<file path="config.mk">
export PLATFORM = sky130hd
export DESIGN_NAME = mem_arbiter_flat
export DESIGN_NICKNAME = d
export VERILOG_FILES = /design/src/rtl/mem_arbiter_if.sv /design/src/rtl/mem_arbiter.sv /design/src/flat_wrapper.sv
export SDC_FILE = /design/constraint.sdc
export NUM_CORES = 1
export LEC_CHECK = 0
export ABC_AREA = 1
export CAP_MARGIN = 5
export CORE_MARGIN = 4
export CORE_UTILIZATION = 53
export DETAILED_ROUTE_END_ITERATION = 10
export GPL_TIMING_DRIVEN = 0
export PLACE_DENSITY = 0.84
export SLEW_MARGIN = 20
export SYNTH_ARGS = -nofsm -noshare
export SYNTH_HDL_FRONTEND = slang
export SYNTH_SLANG_ARGS = --single-unit
</file>
<file path="constraint.sdc">
create_clock -name clk -period 2.75 [get_ports clk]
set_input_delay 0.4125 -clock clk [delete_from_list [all_inputs] [get_ports clk]]
set_output_delay 0.4125 -clock clk [all_outputs]
set_load 0.005 [all_outputs]
</file>
<file path="src/rtl/mem_arbiter_if.sv">
// mem_arbiter_if: requester and memory-pin bundle for mem_arbiter.
// slave = arbiter side, master = ICache/DCache/RAM side.
interface mem_arbiter_if #(
  parameter int ADDR_W = 32
);
  logic [7:0]        mem_din;
  logic [7:0]        mem_dout;
  logic [ADDR_W-1:0] mem_a;
  logic              mem_wr;

  logic              IC_sgn;
  logic [ADDR_W-1:0] IC_addr;
  logic              IC_done;
  logic [31:0]       IC_data;

  logic              DC_sgn;
  logic [ADDR_W-1:0] DC_addr;
  logic [31:0]       DC_val;
  logic [5:0]        DC_opcode;
  logic              DC_done;
  logic [31:0]       DC_data;

  modport slave (
    input  mem_din,
    output mem_dout,
    output mem_a,
    output mem_wr,
    input  IC_sgn,
    input  IC_addr,
    output IC_done,
    output IC_data,
    input  DC_sgn,
    input  DC_addr,
    input  DC_val,
    input  DC_opcode,
    output DC_done,
    output DC_data
  );

  modport master (
    output mem_din,
    input  mem_dout,
    input  mem_a,
    input  mem_wr,
    output IC_sgn,
    output IC_addr,
    input  IC_done,
    input  IC_data,
    output DC_sgn,
    output DC_addr,
    output DC_val,
    output DC_opcode,
    input  DC_done,
    input  DC_data
  );
endinterface

</file>
<file path="src/rtl/mem_arbiter.sv">
// mem_arbiter: shares the byte-wide RAM/IO port between ICache and DCache.
// Optional IO write back-pressure: define IO_BUFFER_FULL_EN.
module mem_arbiter #(
  parameter int         ADDR_W = 32,
  parameter logic [1:0] IO_HI  = 2'b11
) (
  input  logic clk,
  input  logic rst,
  input  logic rdy,
  input  logic io_buffer_full,
  input  logic jp_wrong,
  mem_arbiter_if.slave bus
);

  localparam logic [5:0] OP_LB  = 6'd1;
  localparam logic [5:0] OP_LH  = 6'd2;
  localparam logic [5:0] OP_LW  = 6'd3;
  localparam logic [5:0] OP_LBU = 6'd4;
  localparam logic [5:0] OP_LHU = 6'd5;
  localparam logic [5:0] OP_SB  = 6'd6;
  localparam logic [5:0] OP_SH  = 6'd7;
  localparam logic [5:0] OP_SW  = 6'd8;

  typedef enum logic [1:0] {
    IDLE,
    READ,
    WRITE,
    DONE
  } state_t;

  state_t            state_q, state_d;
  logic              last_dc_q, last_dc_d;
  logic [ADDR_W-1:0] addr_q, addr_d;
  logic [1:0]        nm1_q, nm1_d;
  logic [5:0]        op_q, op_d;
  logic [31:0]       st_val_q, st_val_d;
  logic [1:0]        k_q, k_d;
  logic [1:0]        rcv_q, rcv_d;
  logic              v_q, v_d;
  logic [31:0]       buf_q, buf_d;
  logic [ADDR_W-1:0] mem_a_q, mem_a_d;
  logic [7:0]        mem_dout_q, mem_dout_d;
  logic              mem_wr_q, mem_wr_d;
  logic              ic_done_q, ic_done_d;
  logic              dc_done_q, dc_done_d;
  logic [31:0]       ic_data_q, ic_data_d;
  logic [31:0]       dc_data_q, dc_data_d;

  logic        dc_store;
  logic [1:0]  dc_nm1;
  logic        ic_el, dc_el;
  logic        acc, pick_dc, pick_ic;
  logic [31:0] asm_w, ext_w;
  logic [1:0]  k_nx;
  logic        io_block;

`ifdef IO_BUFFER_FULL_EN
  assign io_block = (state_q == WRITE)
                  && (mem_a_q[17:16] == IO_HI)
                  && io_buffer_full;
`else
  logic unused_io;
  assign unused_io = io_buffer_full;
  assign io_block  = 1'b0;
`endif

  assign bus.mem_a    = mem_a_q;
  assign bus.mem_dout = mem_dout_q;
  assign bus.mem_wr   = mem_wr_q & rdy & ~io_block;
  assign bus.IC_done  = ic_done_q;
  assign bus.IC_data  = ic_data_q;
  assign bus.DC_done  = dc_done_q;
  assign bus.DC_data  = dc_data_q;

  // Decode DC opcode into direction and last byte index.
  always_comb begin
    dc_store = 1'b0;
    dc_nm1   = 2'd3;
    unique case (1'b1)
      (bus.DC_opcode == OP_LB),
      (bus.DC_opcode == OP_LBU): dc_nm1 = 2'd0;
      (bus.DC_opcode == OP_LH),
      (bus.DC_opcode == OP_LHU): dc_nm1 = 2'd1;
      (bus.DC_opcode == OP_SB): begin
        dc_store = 1'b1;
        dc_nm1   = 2'd0;
      end
      (bus.DC_opcode == OP_SH): begin
        dc_store = 1'b1;
        dc_nm1   = 2'd1;
      end
      (bus.DC_opcode == OP_SW): dc_store = 1'b1;
      default: dc_nm1 = 2'd3;
    endcase
  end

  // Round-robin grant; the one just served sits out its DONE edge.
  always_comb begin
    ic_el   = bus.IC_sgn
            & ~((state_q == DONE) & ~last_dc_q);
    dc_el   = bus.DC_sgn
            & ~((state_q == DONE) & last_dc_q);
    acc     = rdy & ~jp_wrong
            & ((state_q == IDLE) | (state_q == DONE));
    pick_dc = acc & dc_el & (~ic_el | ~last_dc_q);
    pick_ic = acc & ic_el & ~pick_dc;
  end

  // Assemble the read word with the byte arriving this cycle.
  always_comb begin
    asm_w = buf_q;
    asm_w[{rcv_q, 3'b000} +: 8] = bus.mem_din;
  end

  // Sign or zero extend the assembled load.
  always_comb begin
    ext_w = asm_w;
    unique case (1'b1)
      (op_q == OP_LB):
        ext_w = {{24{asm_w[7]}}, asm_w[7:0]};
      (op_q == OP_LH):
        ext_w = {{16{asm_w[15]}}, asm_w[15:0]};
      (op_q == OP_LBU):
        ext_w = {24'd0, asm_w[7:0]};
      (op_q == OP_LHU):
        ext_w = {16'd0, asm_w[15:0]};
      default: ext_w = asm_w;
    endcase
  end

  assign k_nx = k_q + 2'd1;

  // Next state and registered outputs.
  always_comb begin
    state_d    = state_q;
    last_dc_d  = last_dc_q;
    addr_d     = addr_q;
    nm1_d      = nm1_q;
    op_d       = op_q;
    st_val_d   = st_val_q;
    k_d        = k_q;
    rcv_d      = rcv_q;
    v_d        = v_q;
    buf_d      = buf_q;
    mem_a_d    = mem_a_q;
    mem_dout_d = mem_dout_q;
    mem_wr_d   = mem_wr_q;
    ic_done_d  = ic_done_q;
    dc_done_d  = dc_done_q;
    ic_data_d  = ic_data_q;
    dc_data_d  = dc_data_q;
    if (rdy) begin
      unique case (state_q)
        IDLE, DONE: begin
          state_d   = IDLE;
          mem_wr_d  = 1'b0;
          ic_done_d = 1'b0;
          dc_done_d = 1'b0;
          if (pick_dc || pick_ic) begin
            last_dc_d = pick_dc;
            k_d       = 2'd0;
            rcv_d     = 2'd0;
            v_d       = 1'b0;
            buf_d     = 32'd0;
          end
          if (pick_dc) begin
            addr_d   = bus.DC_addr;
            mem_a_d  = bus.DC_addr;
            nm1_d    = dc_nm1;
            op_d     = bus.DC_opcode;
            st_val_d = bus.DC_val;
            if (dc_store) begin
              state_d    = WRITE;
              mem_wr_d   = 1'b1;
              mem_dout_d = bus.DC_val[7:0];
            end else begin
              state_d = READ;
            end
          end
          if (pick_ic) begin
            addr_d  = bus.IC_addr;
            mem_a_d = bus.IC_addr;
            nm1_d   = 2'd3;
            op_d    = OP_LW;
            state_d = READ;
          end
        end
        READ: begin
          if (jp_wrong) begin
            state_d  = IDLE;
            mem_wr_d = 1'b0;
          end else begin
            if (v_q) begin
              buf_d = asm_w;
              if (rcv_q == nm1_q) begin
                state_d = DONE;
                if (last_dc_q) begin
                  dc_done_d = 1'b1;
                  dc_data_d = ext_w;
                end else begin
                  ic_done_d = 1'b1;
                  ic_data_d = asm_w;
                end
              end else begin
                rcv_d = rcv_q + 2'd1;
              end
            end
            if (k_q != nm1_q) begin
              k_d     = k_nx;
              mem_a_d = addr_q + ADDR_W'(k_nx);
            end
            v_d = 1'b1;
          end
        end
        WRITE: begin
          if (!io_block) begin
            if (k_q == nm1_q) begin
              state_d   = DONE;
              mem_wr_d  = 1'b0;
              dc_done_d = 1'b1;
            end else begin
              k_d        = k_nx;
              mem_a_d    = addr_q + ADDR_W'(k_nx);
              mem_dout_d = st_val_q[{k_nx, 3'b000} +: 8];
            end
          end
        end
      endcase
    end else if (state_q == READ) begin
      // The byte in flight is lost; re-present it.
      k_d     = rcv_q;
      mem_a_d = addr_q + ADDR_W'(rcv_q);
      v_d     = 1'b0;
    end
  end

  // State registers with synchronous active-low reset.
  always_ff @(posedge clk) begin
    if (!rst) begin
      state_q    <= IDLE;
      last_dc_q  <= 1'b0;
      addr_q     <= '0;
      nm1_q      <= 2'd0;
      op_q       <= 6'd0;
      st_val_q   <= 32'd0;
      k_q        <= 2'd0;
      rcv_q      <= 2'd0;
      v_q        <= 1'b0;
      buf_q      <= 32'd0;
      mem_a_q    <= '0;
      mem_dout_q <= 8'd0;
      mem_wr_q   <= 1'b0;
      ic_done_q  <= 1'b0;
      dc_done_q  <= 1'b0;
      ic_data_q  <= 32'd0;
      dc_data_q  <= 32'd0;
    end else begin
      state_q    <= state_d;
      last_dc_q  <= last_dc_d;
      addr_q     <= addr_d;
      nm1_q      <= nm1_d;
      op_q       <= op_d;
      st_val_q   <= st_val_d;
      k_q        <= k_d;
      rcv_q      <= rcv_d;
      v_q        <= v_d;
      buf_q      <= buf_d;
      mem_a_q    <= mem_a_d;
      mem_dout_q <= mem_dout_d;
      mem_wr_q   <= mem_wr_d;
      ic_done_q  <= ic_done_d;
      dc_done_q  <= dc_done_d;
      ic_data_q  <= ic_data_d;
      dc_data_q  <= dc_data_d;
    end
  end

endmodule

</file>
<file path="src/flat_wrapper.sv">
// flat-port wrapper written by rule: the top's interface ports become plain ports
module mem_arbiter_flat 
#(
  parameter int         ADDR_W = 32,
  parameter logic [1:0] IO_HI  = 2'b11
)
  (clk, rst, rdy, io_buffer_full, jp_wrong, bus_mem_din, bus_mem_dout, bus_mem_a, bus_mem_wr, bus_IC_sgn, bus_IC_addr, bus_IC_done, bus_IC_data, bus_DC_sgn, bus_DC_addr, bus_DC_val, bus_DC_opcode, bus_DC_done, bus_DC_data);
  mem_arbiter_if #(.ADDR_W(ADDR_W)) bus_i ();
  input  logic clk;
  input  logic rst;
  input  logic rdy;
  input  logic io_buffer_full;
  input  logic jp_wrong;
  input wire logic [$bits(bus_i.mem_din)-1:0] bus_mem_din;
  output wire logic [$bits(bus_i.mem_dout)-1:0] bus_mem_dout;
  output wire logic [$bits(bus_i.mem_a)-1:0] bus_mem_a;
  output wire logic [$bits(bus_i.mem_wr)-1:0] bus_mem_wr;
  input wire logic [$bits(bus_i.IC_sgn)-1:0] bus_IC_sgn;
  input wire logic [$bits(bus_i.IC_addr)-1:0] bus_IC_addr;
  output wire logic [$bits(bus_i.IC_done)-1:0] bus_IC_done;
  output wire logic [$bits(bus_i.IC_data)-1:0] bus_IC_data;
  input wire logic [$bits(bus_i.DC_sgn)-1:0] bus_DC_sgn;
  input wire logic [$bits(bus_i.DC_addr)-1:0] bus_DC_addr;
  input wire logic [$bits(bus_i.DC_val)-1:0] bus_DC_val;
  input wire logic [$bits(bus_i.DC_opcode)-1:0] bus_DC_opcode;
  output wire logic [$bits(bus_i.DC_done)-1:0] bus_DC_done;
  output wire logic [$bits(bus_i.DC_data)-1:0] bus_DC_data;
  assign bus_i.mem_din = bus_mem_din;
  assign bus_mem_dout = bus_i.mem_dout;
  assign bus_mem_a = bus_i.mem_a;
  assign bus_mem_wr = bus_i.mem_wr;
  assign bus_i.IC_sgn = bus_IC_sgn;
  assign bus_i.IC_addr = bus_IC_addr;
  assign bus_IC_done = bus_i.IC_done;
  assign bus_IC_data = bus_i.IC_data;
  assign bus_i.DC_sgn = bus_DC_sgn;
  assign bus_i.DC_addr = bus_DC_addr;
  assign bus_i.DC_val = bus_DC_val;
  assign bus_i.DC_opcode = bus_DC_opcode;
  assign bus_DC_done = bus_i.DC_done;
  assign bus_DC_data = bus_i.DC_data;
  mem_arbiter #(.ADDR_W(ADDR_W), .IO_HI(IO_HI)) u_core (.clk(clk), .rst(rst), .rdy(rdy), .io_buffer_full(io_buffer_full), .jp_wrong(jp_wrong), .bus(bus_i));
endmodule
</file>
==> results.rst, run 1 <==
.. list-table::
   :header-rows: 1

   * - Metric
     - Value
   * - I/O pins
     - 224
   * - Height of the die
     - approximately 160 um
   * - Post-Layout Cell Count
     - 2426
   * - Most used standard cells in the synthesized netlist
     - nand2_1 (453), nor2_1 (299), dfxtp_1 (219)
   * - Max incr delay on CP
     - 0.38 ns
   * - Final net count
     - ~2300
   * - Ratio of cells with drive above 1 in the final layout
     - 0.0508
   * - Drt first-iter violations
     - roughly 1300
   * - Smallest setup slack after layout
     - 0.124 ns
   * - Root cell of the clock tree
     - clkbuf_16
   * - Top achievable clock speed
     - approximately 380 MHz
   * - Starting utilization of the core area
     - 0.539
   * - Weighted congestion at the end of routability-driven global placement
     - between 0.9 and 1
   * - Total of max-cap violations
     - 0
   * - Total global-route track usage
     - 0.332
   * - Number of synthesized register bits
     - 219
   * - Slowest library cell on the worst path
     - dfxtp_1
   * - Placed Cells
     - 2380
   * - Library cell with the largest summed area after synthesis
     - dfxtp_1
   * - Top cells by area in the synthesized netlist
     - dfxtp_1 (37%), nand2_1 (14%), nor2_1 (9.5%), a21oi_1 (7.8%), nand3_1 (7.6%)
   * - # rows
     - 54
   * - Num CTS Buffers
     - 25
   * - Fraction of power consumed by sequential logic
     - 0.405
   * - IO Port Bufs
     - 220
   * - Worst Hold Class
     - input port to flop
   * - Antenna diode instance count
     - 0
   * - Sw power
     - 0.00258 W
   * - Number of hold-slack violations in the final timing report
     - 0
   * - Total wire length after detailed routing
     - around 43000 um
   * - Period utilisation layout
     - 0.955
   * - Worst-case hold slack
     - 0.424 ns
   * - Clock transition at the register clock pins on the worst setup and hold paths after CTS
     - around 0.060 ns
   * - Layout overhead on the synthesized area
     - 29.9%
   * - Cell with the most instances after synthesis
     - nand2_1
   * - Deepest level of the CTS H-tree
     - 1
   * - Post-Syn Area per Cell
     - 6.27 um^2
   * - Post-Synthesis Cell Area
     - 11800 um^2
   * - Main synth FF type
     - dfxtp_1
   * - Final min period
     - 2.63 ns
   * - Final count of negative-setup-slack endpoints
     - 0
   * - Unrepaired setup endpoints after global routing
     - false
   * - Number of max-slew violations in the final report
     - 0
   * - Number of global-route vias before repair
     - 12800
   * - Sum of buffers and inverters on the critical path
     - 4
   * - Share of the yosys chip area belonging to registers
     - 0.372
   * - Overall via count from detail_route
     - 13600
   * - Die Span X
     - between 150 and 200 um
   * - Total core area
     - ~22000 um^2
   * - Leakage
     - 5.96 nW
   * - Warning count from the yosys run
     - 0
   * - Kind of end point of the critical path
     - flop
   * - DPL Wire Length
     - 32300 um
   * - Slew headroom
     - 0.393
   * - Type of the setup path with the least slack
     - flop to flop
   * - Clk_lat worst skew
     - 0.54 ns
   * - Number of vias per cell
     - roughly 5.6
   * - Combinational Power Share
     - 0.200
   * - Clock net sink count
     - 219
   * - Clock Power Share
     - 0.396
   * - Distinct cell type count of the synthesized netlist
     - 40
   * - Die ar.
     - roughly 25000 um^2
   * - Cells along the critical path
     - inv_1 -> ha_1 -> buf_4 -> nand2_4 -> nor2_4 -> nand3_4 -> nand3_1 -> inv_1 -> nor2_2 -> buf_2 -> o21ai_0 -> nor2_1 -> nor2_1
   * - Cts hold-fix bufs
     - 0
   * - Number of nets with antenna violations after routing
     - 0
   * - Worst path top cell family by delay
     - simple AND/OR/NAND/NOR gates
   * - Sw Ratio
     - 0.301
   * - Number of enable flip-flop cells after synthesis
     - 0
   * - Slew at the pin closest to its max-slew limit
     - ~0.9 ns
   * - Fin util
     - 0.700
   * - Post-Syn Nets
     - ~2000
   * - Worst-case clock skew
     - about 0.015 ns
   * - Detailed-route DRC error count
     - 0
   * - First-pass GRT wire length
     - 65800 um
   * - TritonCTS clock tree
     - yes
   * - Largest driver fanout on the critical path
     - 10
   * - Yosys top cell area share
     - 0.372
   * - Total congestion overflow
     - 0
   * - Drt pass-1 iters
     - 6
   * - Final TNS setup
     - 0 ns
   * - VDD IR max
     - between 400 and 500 uV
   * - Power density normalized to cell area
     - 559 nW/um^2
   * - Worst endpoint required time
     - 3.18 ns
   * - Routed length per placed instance
     - 17.7 um
   * - Async set-or-reset flop fraction in the synthesized netlist
     - 0
   * - Number of antenna violations at the first check in global routing
     - 0
   * - Max clock buf depth
     - 3
   * - Crit path launch type
     - flop
   * - Cells after Synth
     - 1880
   * - Outcome
     - finished, final reports clean
   * - Worst EP arrival
     - 3.06 ns
   * - Pint
     - 0.00598 W
   * - Setup slack after placement
     - -0.684 ns
   * - Pin count of the biggest net entering global routing
     - 14
==> worst register-to-register path, cell delays in order (launching register included) <==
cell and delay (ns):
dfxtp_1 0.38, inv_1 0.06, ha_1 0.27, buf_4 0.19, nand2_4 0.09, nor2_4 0.13, nand3_4 0.15, nand3_1 0.19
inv_1 0.07, nor2_2 0.28, buf_2 0.38, o21ai_0 0.16, nor2_1 0.13, nor2_1 0.05
==> flip-flops by register name, indices dropped and copies added, names as in the netlist, 2 cells and up <==
name and cells:
u_core.st_val_q 32, u_core.state_q 2, u_core.nm1_q 2, u_core.addr_q 32
u_core.op_q 6, u_core.buf_q 32, u_core.k_q 2, u_core.bus.IC_data 32
u_core.bus.DC_data 32, u_core.bus.mem_dout 8, u_core.rcv_q 2, u_core.bus.mem_a 32
==> cell families (layout without fill, tap and decap cells) <==
group                      count (synthesis)  in the layout  synth area share
AOI/OAI and AO/OA                        377            377             0.167
xor gates and xnor gates                  11             11           0.00817
adders and majority gates                 14             14            0.0161
buffers and inverters                    285            551            0.0946
DFF                                      219            219             0.372
and+or+nand+nor                          974            974             0.343
==> final cells by class <==
cell class / count / area [um^2]
plain buffers: 98 / 423
clock inverters: 8 / 111
flip-flops and latches: 219 / 4390
well taps: 280 / 350
repair buffers: 223 / 2220
fillers: 1970 / 6570
multi-input cells: 1376 / 6420
inverters: 186 / 698
clock buffers: 36 / 707
==> per-layer routing <==
metal	up-vias	track usage	wire, um
met4	0	0.178	2440
met2	680	0.572	20600
met1	6243	0.402	16600
li1	6568	-	-
met3	150	0.0456	3260
met5	-	0	0
==> cell usage in the layout (no fill, tap or decap), types with 8 or more instances in the layout <==
cell	instances
a21oi_1	185
buf_2	20
clkbuf_1	72
clkbuf_16	25
clkdlybuf4s50_1	220
dfxtp_1	218
ha_1	11
inv_1	181
nand2_1	451
nand3_1	178
nor2_1	291
nor2_2	8
o21ai_0	150
o22ai_1	16
==> through the flow <==
stage	power (W)	cell area, um^2
final	0.00856	15300
after global routing	0.00887	15300
after CTS	0.00852	15200
after detailed placement	0.00517	14300
after global placement	0.00514	14300
after floorplan	0.00443	11800
==> repair_timing <==
| action | CTS | global route |
|---|---|---|
| gates resized for setup | 15 | 21 |
| pin swaps | 1 | 3 |
| setup buffers | 1 | 2 |
| cloned | 0 | 0 |
| setup endpoints to repair | 60 | 45 |
==> final timing paths <==
check	start	endpoint	slack [ns]	cells past startpoint
worst min-delay path	bus_DC_val[19]	u_core.st_val_q[19]$_SDFFE_PN0P_	0.42	3
worst min register to register	u_core.st_val_q[25]$_SDFFE_PN0P_	u_core.st_val_q[25]$_SDFFE_PN0P_	0.45	2
worst max-delay path	u_core.state_q[0]$_SDFFE_PN0P_	u_core.bus.mem_a[11]$_SDFFE_PN0P_	0.12	13
worst max register to register	u_core.state_q[0]$_SDFFE_PN0P_	u_core.bus.mem_a[11]$_SDFFE_PN0P_	0.12	13
==> power groups by stage <==
stage               combinational, W  sequential, W  clock (W)
floorplan                   0.000925        0.00351          0
global placement             0.00162        0.00352          0
detailed placement           0.00164        0.00352          0
CTS                          0.00167        0.00346    0.00339
global route                 0.00185        0.00348    0.00354
finish                       0.00171        0.00346    0.00339
Power figures use the tool's default switching activity.
==> run 2: changes to the inputs <==
--- a/config.mk
+++ b/config.mk
@@ -6,6 +6,7 @@
 export NUM_CORES = 1
 export LEC_CHECK = 0
 export ABC_AREA = 1
+export ABC_CLOCK_PERIOD_IN_PS = 2750
 export CAP_MARGIN = 5
 export CORE_MARGIN = 4
 export CORE_UTILIZATION = 53
==> results of run 2 <==
The final DEF is identical to that of run 1; final timing and power are the same.
